[config.mk]
export PLATFORM = sky130hd
export DESIGN_NAME = matrix_seq_ctrl
export DESIGN_NICKNAME = d
export VERILOG_FILES = /design/src/rtl/matrix_seq_ctrl.sv
export SDC_FILE = /design/constraint.sdc
export NUM_CORES = 1
export LEC_CHECK = 0
export CAP_MARGIN = 30
export CORE_MARGIN = 2
export CORE_UTILIZATION = 43
export DETAILED_ROUTE_END_ITERATION = 8
export MAX_ROUTING_LAYER = met4
export PLACE_DENSITY = 0.81
export RECOVER_POWER = 50
export SKIP_LAST_GASP = 1
export SLEW_MARGIN = 15
export SYNTH_ARGS = -nofsm -noshare
export SYNTH_HDL_FRONTEND = slang
export SYNTH_SLANG_ARGS = --single-unit
[constraint.sdc]
create_clock -name clk -period 2.2 [get_ports clk]
set_input_delay 0.55 -clock clk [delete_from_list [all_inputs] [get_ports clk]]
set_output_delay 0.55 -clock clk [all_outputs]
set_load 0.02 [all_outputs]
[src/rtl/matrix_seq_ctrl.sv]
// Control FSM for the heavyhash matrix-vector multiplier: matrix load, multiply, drain, output.
// Optional counters hash_count/stall_count enabled by defining MATRIX_SEQ_PERF_EN.
module matrix_seq_ctrl #(
  parameter int unsigned N_COLS     = 64,
  parameter int unsigned LOAD_DEPTH = 16,
  parameter int unsigned HASH_WORDS = 16,
  parameter int unsigned OUT_WORDS  = 4,
  parameter int unsigned PE_LAT     = 4,
  localparam int unsigned LD_W      = $clog2(LOAD_DEPTH),
  localparam int unsigned HW_W      = $clog2(HASH_WORDS),
  localparam int unsigned ADDR_RAW  = (LD_W > HW_W) ? LD_W : HW_W,
  localparam int unsigned ADDR_W    = (ADDR_RAW > 0) ? ADDR_RAW : 1,
  localparam int unsigned OUT_W     = (OUT_WORDS > 1) ? $clog2(OUT_WORDS) : 1
) (
  input  logic              clk,
  input  logic              rst_n,
  input  logic              m_empty,
  input  logic              hashin_empty,
  input  logic              fifo_full,
  output logic              m_re,
  output logic              m_ram_we,
  output logic [N_COLS-1:0] en_column,
  output logic [ADDR_W-1:0] ram_addr,
  output logic              addr_sel,
  output logic              hashin_re,
  output logic              PE_en,
  output logic              PE_clr,
  output logic              hashout_we,
  output logic [OUT_W-1:0]  out_idx,
  output logic              matrix_valid,
  output logic              busy
`ifdef MATRIX_SEQ_PERF_EN
  ,
  output logic [31:0]       hash_count,
  output logic [31:0]       stall_count
`endif
);

  localparam int unsigned COL_W = (N_COLS > 1) ? $clog2(N_COLS) : 1;
  localparam int unsigned DRN_W = (PE_LAT > 1) ? $clog2(PE_LAT) : 1;

  typedef enum logic [2:0] {
    S_IDLE  = 3'd0,
    S_LOAD  = 3'd1,
    S_MULT  = 3'd2,
    S_DRAIN = 3'd3,
    S_OUT   = 3'd4
  } state_t;

  state_t            r_state;
  logic [ADDR_W-1:0] r_row;
  logic [COL_W-1:0]  r_col;
  logic [ADDR_W-1:0] r_j;
  logic [DRN_W-1:0]  r_drain;
  logic [OUT_W-1:0]  r_t;
  logic              r_matrix_valid;
  logic              r_addr_sel;
  logic              w_stall;

  // State and counters; counters only advance on cycles whose strobe actually fired.
  always_ff @(posedge clk or negedge rst_n) begin
    if (!rst_n) begin
      r_state        <= S_IDLE;
      r_row          <= '0;
      r_col          <= '0;
      r_j            <= '0;
      r_drain        <= '0;
      r_t            <= '0;
      r_matrix_valid <= 1'b0;
      r_addr_sel     <= 1'b0;
    end else begin
      case (r_state)
        S_IDLE: begin
          if (!m_empty) begin
            r_state        <= S_LOAD;
            r_row          <= '0;
            r_col          <= '0;
            r_matrix_valid <= 1'b0;
            r_addr_sel     <= 1'b0;
          end else if (!hashin_empty && r_matrix_valid) begin
            r_state    <= S_MULT;
            r_j        <= '0;
            r_addr_sel <= 1'b1;
          end
        end
        S_LOAD: begin
          if (!m_empty) begin
            if (r_row == ADDR_W'(LOAD_DEPTH - 1)) begin
              r_row <= '0;
              r_col <= r_col + COL_W'(1);
              if (r_col == COL_W'(N_COLS - 1)) begin
                r_matrix_valid <= 1'b1;
                r_state        <= S_IDLE;
              end
            end else begin
              r_row <= r_row + ADDR_W'(1);
            end
          end
        end
        S_MULT: begin
          if (!hashin_empty) begin
            r_j <= r_j + ADDR_W'(1);
            if (r_j == ADDR_W'(HASH_WORDS - 1)) begin
              r_state <= S_DRAIN;
              r_drain <= '0;
            end
          end
        end
        S_DRAIN: begin
          if (r_drain == DRN_W'(PE_LAT - 1)) begin
            r_state <= S_OUT;
            r_t     <= '0;
          end else begin
            r_drain <= r_drain + DRN_W'(1);
          end
        end
        S_OUT: begin
          if (!fifo_full) begin
            r_t <= r_t + OUT_W'(1);
            if (r_t == OUT_W'(OUT_WORDS - 1)) begin
              r_state    <= S_IDLE;
              r_addr_sel <= 1'b0;
            end
          end
        end
        default: r_state <= S_IDLE;
      endcase
    end
  end

  // Same-cycle strobe decode from state and FIFO flags.
  always_comb begin
    m_re       = 1'b0;
    m_ram_we   = 1'b0;
    en_column  = '0;
    ram_addr   = '0;
    hashin_re  = 1'b0;
    PE_en      = 1'b0;
    PE_clr     = 1'b0;
    hashout_we = 1'b0;
    out_idx    = '0;
    w_stall    = 1'b0;
    case (r_state)
      S_IDLE: PE_clr = 1'b1;
      S_LOAD: begin
        ram_addr = r_row;
        w_stall  = m_empty;
        if (!m_empty) begin
          m_re      = 1'b1;
          m_ram_we  = 1'b1;
          en_column = N_COLS'(1) << r_col;
        end
      end
      S_MULT: begin
        ram_addr = r_j;
        w_stall  = hashin_empty;
        if (!hashin_empty) begin
          hashin_re = 1'b1;
          PE_en     = 1'b1;
          en_column = '1;
        end
      end
      S_DRAIN: PE_en = 1'b1;
      S_OUT: begin
        out_idx    = r_t;
        w_stall    = fifo_full;
        hashout_we = !fifo_full;
      end
      default: ;
    endcase
  end

  assign matrix_valid = r_matrix_valid;
  assign addr_sel     = r_addr_sel;
  assign busy         = (r_state != S_IDLE);

`ifdef MATRIX_SEQ_PERF_EN
  // Result and stall counters, free-running with natural 32-bit wrap.
  always_ff @(posedge clk or negedge rst_n) begin
    if (!rst_n) begin
      hash_count  <= '0;
      stall_count <= '0;
    end else begin
      if (hashout_we && (r_t == OUT_W'(OUT_WORDS - 1))) hash_count <= hash_count + 32'd1;
      if (w_stall) stall_count <= stall_count + 32'd1;
    end
  end
`endif

endmodule

==> results of run 1 <==
## cell families after synthesis
| kind of cell | count (synthesis) | share of synthesized area (%) |
|---|---|---|
| AOI/OAI and AO/OA | 101 | 30.6 |
| xor gates and xnor gates | 3 | 1.35 |
| adders and majority gates | 9 | 5.79 |
| buffers and inverters | 23 | 6.31 |
| DFF | 23 | 29.6 |
| muxes | 4 | 2.12 |
| and+or+nand+nor | 86 | 24.2 |
## metal layers
metal | overflow | track usage (%)
met1 | 0 | 82.4
met2 | 28 | 94.5
met3 | 0 | 54.3
met4 | 45 | 91.0
met5 | - | -
## through the flow
step	setup TNS, ps	std cells
global placement	-59930	407
detailed placement	-61700	407
floorplan	-14310	249
CTS	-12820	433
## what timing repair did
item                       CTS
gates cloned                 7
resized for setup          448
hold buffers                 0
pin swaps                   18
setup endpoints to repair   77
setup buffers               15
## cells in the mapped netlist (2+ instances only)
cell type | number | share of area (%)
a211oi_2 | 2 | 1.3
a21oi_1 | 4 | 1.0
a22o_1 | 3 | 1.4
a22oi_1 | 5 | 1.9
and2_1 | 2 | 0.64
and3_1 | 3 | 0.97
buf_2 | 4 | 1.0
buf_4 | 2 | 0.77
buf_6 | 3 | 1.7
clkbuf_1 | 7 | 1.4
dfrtp_1 | 23 | 30
ha_1 | 9 | 5.8
inv_1 | 5 | 0.97
mux2i_1 | 3 | 1.5
nand2_1 | 25 | 4.8
nand2b_1 | 10 | 3.2
nand3_1 | 10 | 2.6
nand3b_1 | 2 | 0.77
nor2_1 | 17 | 3.3
nor2b_1 | 5 | 1.6
nor3_1 | 2 | 0.51
o21ai_0 | 2 | 0.51
o21ai_1 | 72 | 19
or3_1 | 2 | 0.64
xnor2_1 | 3 | 1.4
==> impl_results.md, run 1 <==
- Asr flop ratio synth: 100%
- Clk buf depth: 2
- # rows: 24
- Yosys cell types: 49
- Gr usage total: 81.2%
- GR repair worst EP: en_column[51]
- Pin count of the biggest net entering global routing: 24
- Initial core utilization: 44.7%
- Outcome: did not finish
- Die Y: 71.2 um
- Mapped Cells: 249
- CTS Root Buffer Type: clkbuf_8
- Register area share after synthesis: 29.6%
- Last stage reached: 5_1_grt
- HPWL Detailed: 5660 um
- Tool error: [ERROR GRT-0232] Routing congestion too high. Check the congestion heatmap in the GUI.
- I/O Pins: 84
- Synth Flop Type: dfrtp_1
- Port Buffer Count: 83
- Chip width: 71.2 um
- Grt ovf: 73
- Placed Area: 3440 um2
- Mean Syn Cell Area: 7.81 um2
- Placer Congestion: 0.861
- Cell Area, Synth: 1940 um2
- Htree depth: 1
- Syn nets: 263
- Post-synth EDFFs: 0
- Yosys warnings: 0
- Worst_ep kind: output port
- Total CTS buffers: 3
- Dpl ws: -1010 ps
- CTS sink count: 23
- FF+latch count, synth: 23
==> run 2: changes to the inputs <==
CORE_UTILIZATION = 40   (was 43)
MAX_ROUTING_LAYER = not set   (was met4)
PLACE_DENSITY = not set   (was 0.81)
PLACE_DENSITY_LB_ADDON = 0.15   (was not set)
==> run 2 against run 1 <==
Effect of this change: the flow now finishes, with violations (negative setup slack); synthesized cell count unchanged; area after synthesis unchanged.
==> impl_results.md, run 2 <==
- Outcome: complete, but fails checks
- Failing checks: negative setup slack
- Remaining DRCs: 0
- Worst reg2reg endpoint: r_j[3]$_DFFE_PN0P_
- Placer Congestion: 0.831
- Die Footprint: 5430 um2
- # diodes: 0
- Largest stage delay, worst path: 460 ps
- Routed Antenna Nets: 0
- Dominant cell type by area after synthesis: dfrtp_1
- Yosys warnings: 0
- Mean Syn Cell Area: 7.81 um2
- Syn nets: 263
- Slew headroom: 8.48%
- Post-synth EDFFs: 0
- # rows: 25
- Min-delay worst type: reg2reg
- Crit. path cell count: 7
- Reg2reg path depth: 7
- CTS tree: done
- Htree depth: 1
- I/O Pins: 84
- Area grow syn2layout: 111%
- Most common cell after layout, fill and taps aside: buf_4
- Biggest regs: r_col (6), r_j (4), r_row (4)
- Worst slew pin tran: 1370 ps
- Fmax: 375 MHz
- Final setup skew: 2.49 ps
- Most common cell on crit path: buf_12
- Synth area leaders: dfrtp_1 (30%), o21ai_1 (19%), ha_1 (5.8%)
- Clk buf depth: 2
- Reg-to-Reg Start: r_state[2]$_DFFE_PN0P_
- Final Hold Viols: 0
- Detailed-route via count: 2791
- FF+latch count, synth: 23
- Layout Cells excl Fill: 439
- Number of fill cells: 212
- R2R setup slack: 320 ps
- Final Cycle Share: 121%
- Cell Area, Synth: 1940 um2
- Max-slew violations: 0
- Layout cells sized above 1: 59.5%
- Worst path arrival time: 2120 ps
- Gr usage total: 27.3%
- CTS Hold Bufs: 0
- CTS sink count: 23
- VDD IR-drop max: 0.000866 V
- CTS Root Buffer Type: clkbuf_8
- Post-synth top cells: o21ai_1 (72), nand2_1 (25), dfrtp_1 (23)
- Startpoint types: flop
- Die Y: 73.7 um
- CP max-delay cell: dfrtp_2
- Setup crit end: en_column[53]
- Dpl ws: -1050 ps
- Yosys cell types: 49
- Setup repair after global routing missed its margin: true
- Total CTS buffers: 3
- Clk Latency, worst-skew pair: 280 ps
- Fin Hold WS: 526 ps
- Asr flop ratio synth: 100%
- Worst path bufs/invs: 3
- Setup Crit Path Kind: reg2out
- Crit-path cells: nor4b_4 -> and2b_2 -> buf_12 -> nand3_4 -> buf_12 -> o21ai_4 -> buf_6
- Setup crit end kind: output pin
- Core area: 4690 um2
- Top-count cell post-synth: o21ai_1
- Cell Pwr Density: 1320 nW/um2
- Vias in the first global route: 2315
- Maxcap violations: 0
- Crit Path Max Fanout: 7
- Top reg by flops: r_col
- Flip-flop count of the largest register after layout: 6
- Register area share after synthesis: 29.6%
- HPWL Detailed: 5090 um
- Pin count of the biggest net entering global routing: 38
- Clock transition at path regs: 90 ps
- Initial core utilization: 41.4%
- Port Buffer Count: 83
- Initial DRC Count: 264
- TritonRoute pass-1 iters: 5
- Crit. Startpoint: r_state[2]$_DFFE_PN0P_
- DRT Wirelength: 10100 um
- Grt ovf: 0
- Initial antenna violation count: 0
- Setup TNS: -21230 ps
- Chip width: 73.7 um
- Detail-routed via count per cell: 6.36
- Mapped Cells: 249
- CP top delay family: simple AND/OR/NAND/NOR gates
- Post-synth top area share: 29.6%
- Final Critical Period: 2670 ps
- First-pass GRT wire length: 11600 um
- Setup violators final: 69
- Dpl cells: 408
- Layout net count: 400
- Leak: 0.00181 uW
- Worst endpoint required time: 1650 ps
- Per-cell routed wire length: 22.9 um
- Synth Flop Type: dfrtp_1
- Setup ws final: -467 ps
- Commonest cells after routing, fill and taps aside: buf_4 (60), buf_6 (46), o21ai_4 (29), o21ai_2 (29), dfrtp_1 (21)
-- run 2: cell counts after synthesis --
Identical to the previous run, type by type.
-- run 2: cells by family after synthesis --
| group | count (synthesis) | synth area share (%) |
|---|---|---|
| AO/OA/AOI/OAI | 101 | 30.6 |
| AND/OR/NAND/NOR | 86 | 24.2 |
| buffers and inverters | 23 | 6.31 |
| flip-flops | 23 | 29.6 |
| adder cells (fa/ha/maj) | 9 | 5.79 |
| multiplexers | 4 | 2.12 |
| XOR/XNOR | 3 | 1.35 |
-- run 2: area by class of cell --
type                       instances  area [um2]  area share, %
clock buffer                       3        41.3           1.01
tap                               54        67.6           1.65
sequential                        23         578           14.1
clock inverter                     1        5.00          0.122
multi-input combinational        203        1820           44.5
inverter                           6        25.0          0.611
timing repair buffer             149        1550           38.0
-- run 2: stage by stage --
step	utilization, %	total power (uW)	area (um2)
2_1_floorplan	-	2630	2240
3_3_place_gp	73.4	4180	3440
3_5_place_dp	73.4	4270	3440
4_1_cts	80.0	4690	3750
5_1_grt	87.3	5580	4090
6_report	87.3	5400	4090
-- run 2: how the worst min path moves through the flow --
stage / endpoint / cells past startpoint / startpoint / slack (ps)
global route: addr_sel$_DFFE_PN0P_ / 1 / addr_sel$_DFFE_PN0P_ / 530
finish: r_t[0]$_DFFE_PN0P_ / 1 / r_t[0]$_DFFE_PN0P_ / 530
CTS: r_t[0]$_DFFE_PN0P_ / 1 / r_t[0]$_DFFE_PN0P_ / 530
floorplan: addr_sel$_DFFE_PN0P_ / 0 / rst_n / 250
global placement: addr_sel$_DFFE_PN0P_ / 1 / addr_sel$_DFFE_PN0P_ / 460
detailed placement: addr_sel$_DFFE_PN0P_ / 1 / addr_sel$_DFFE_PN0P_ / 500
-- run 2: power by group --
group	total, uW	switching, uW	internal (uW)	leakage, uW
clock	282	154	127	0.0000255
sequential	755	194	561	0.000291
combinational	4360	2360	2000	0.00149
-- run 2: timing repair --
| action | in CTS | in global routing |
|---|---|---|
| setup endpoints to repair | 77 | 76 |
| gates resized for setup | 336 | 136 |
| buffers inserted | 13 | 10 |
| cloned | 2 | 3 |
| pin swaps | 7 | 19 |
-- run 2: layer usage --
layer | vias to the layer above | track usage, % | share of wire (%)
met1 | 1311 | 35.0 | 35
li1 | 1187 | - | -
met3 | 68 | 4.39 | 9.0
met5 | - | 0 | 0
met4 | 0 | 4.85 | 5.8
met2 | 225 | 48.5 | 50
No activity file was read; power rests on OpenSTA's default activity.
==> run 3: changes to the inputs <==
CTS_CLUSTER_SIZE = 10   (was not set)
==> results of run 3 <==
Final layout, timing and power as in run 2 (identical DEF).
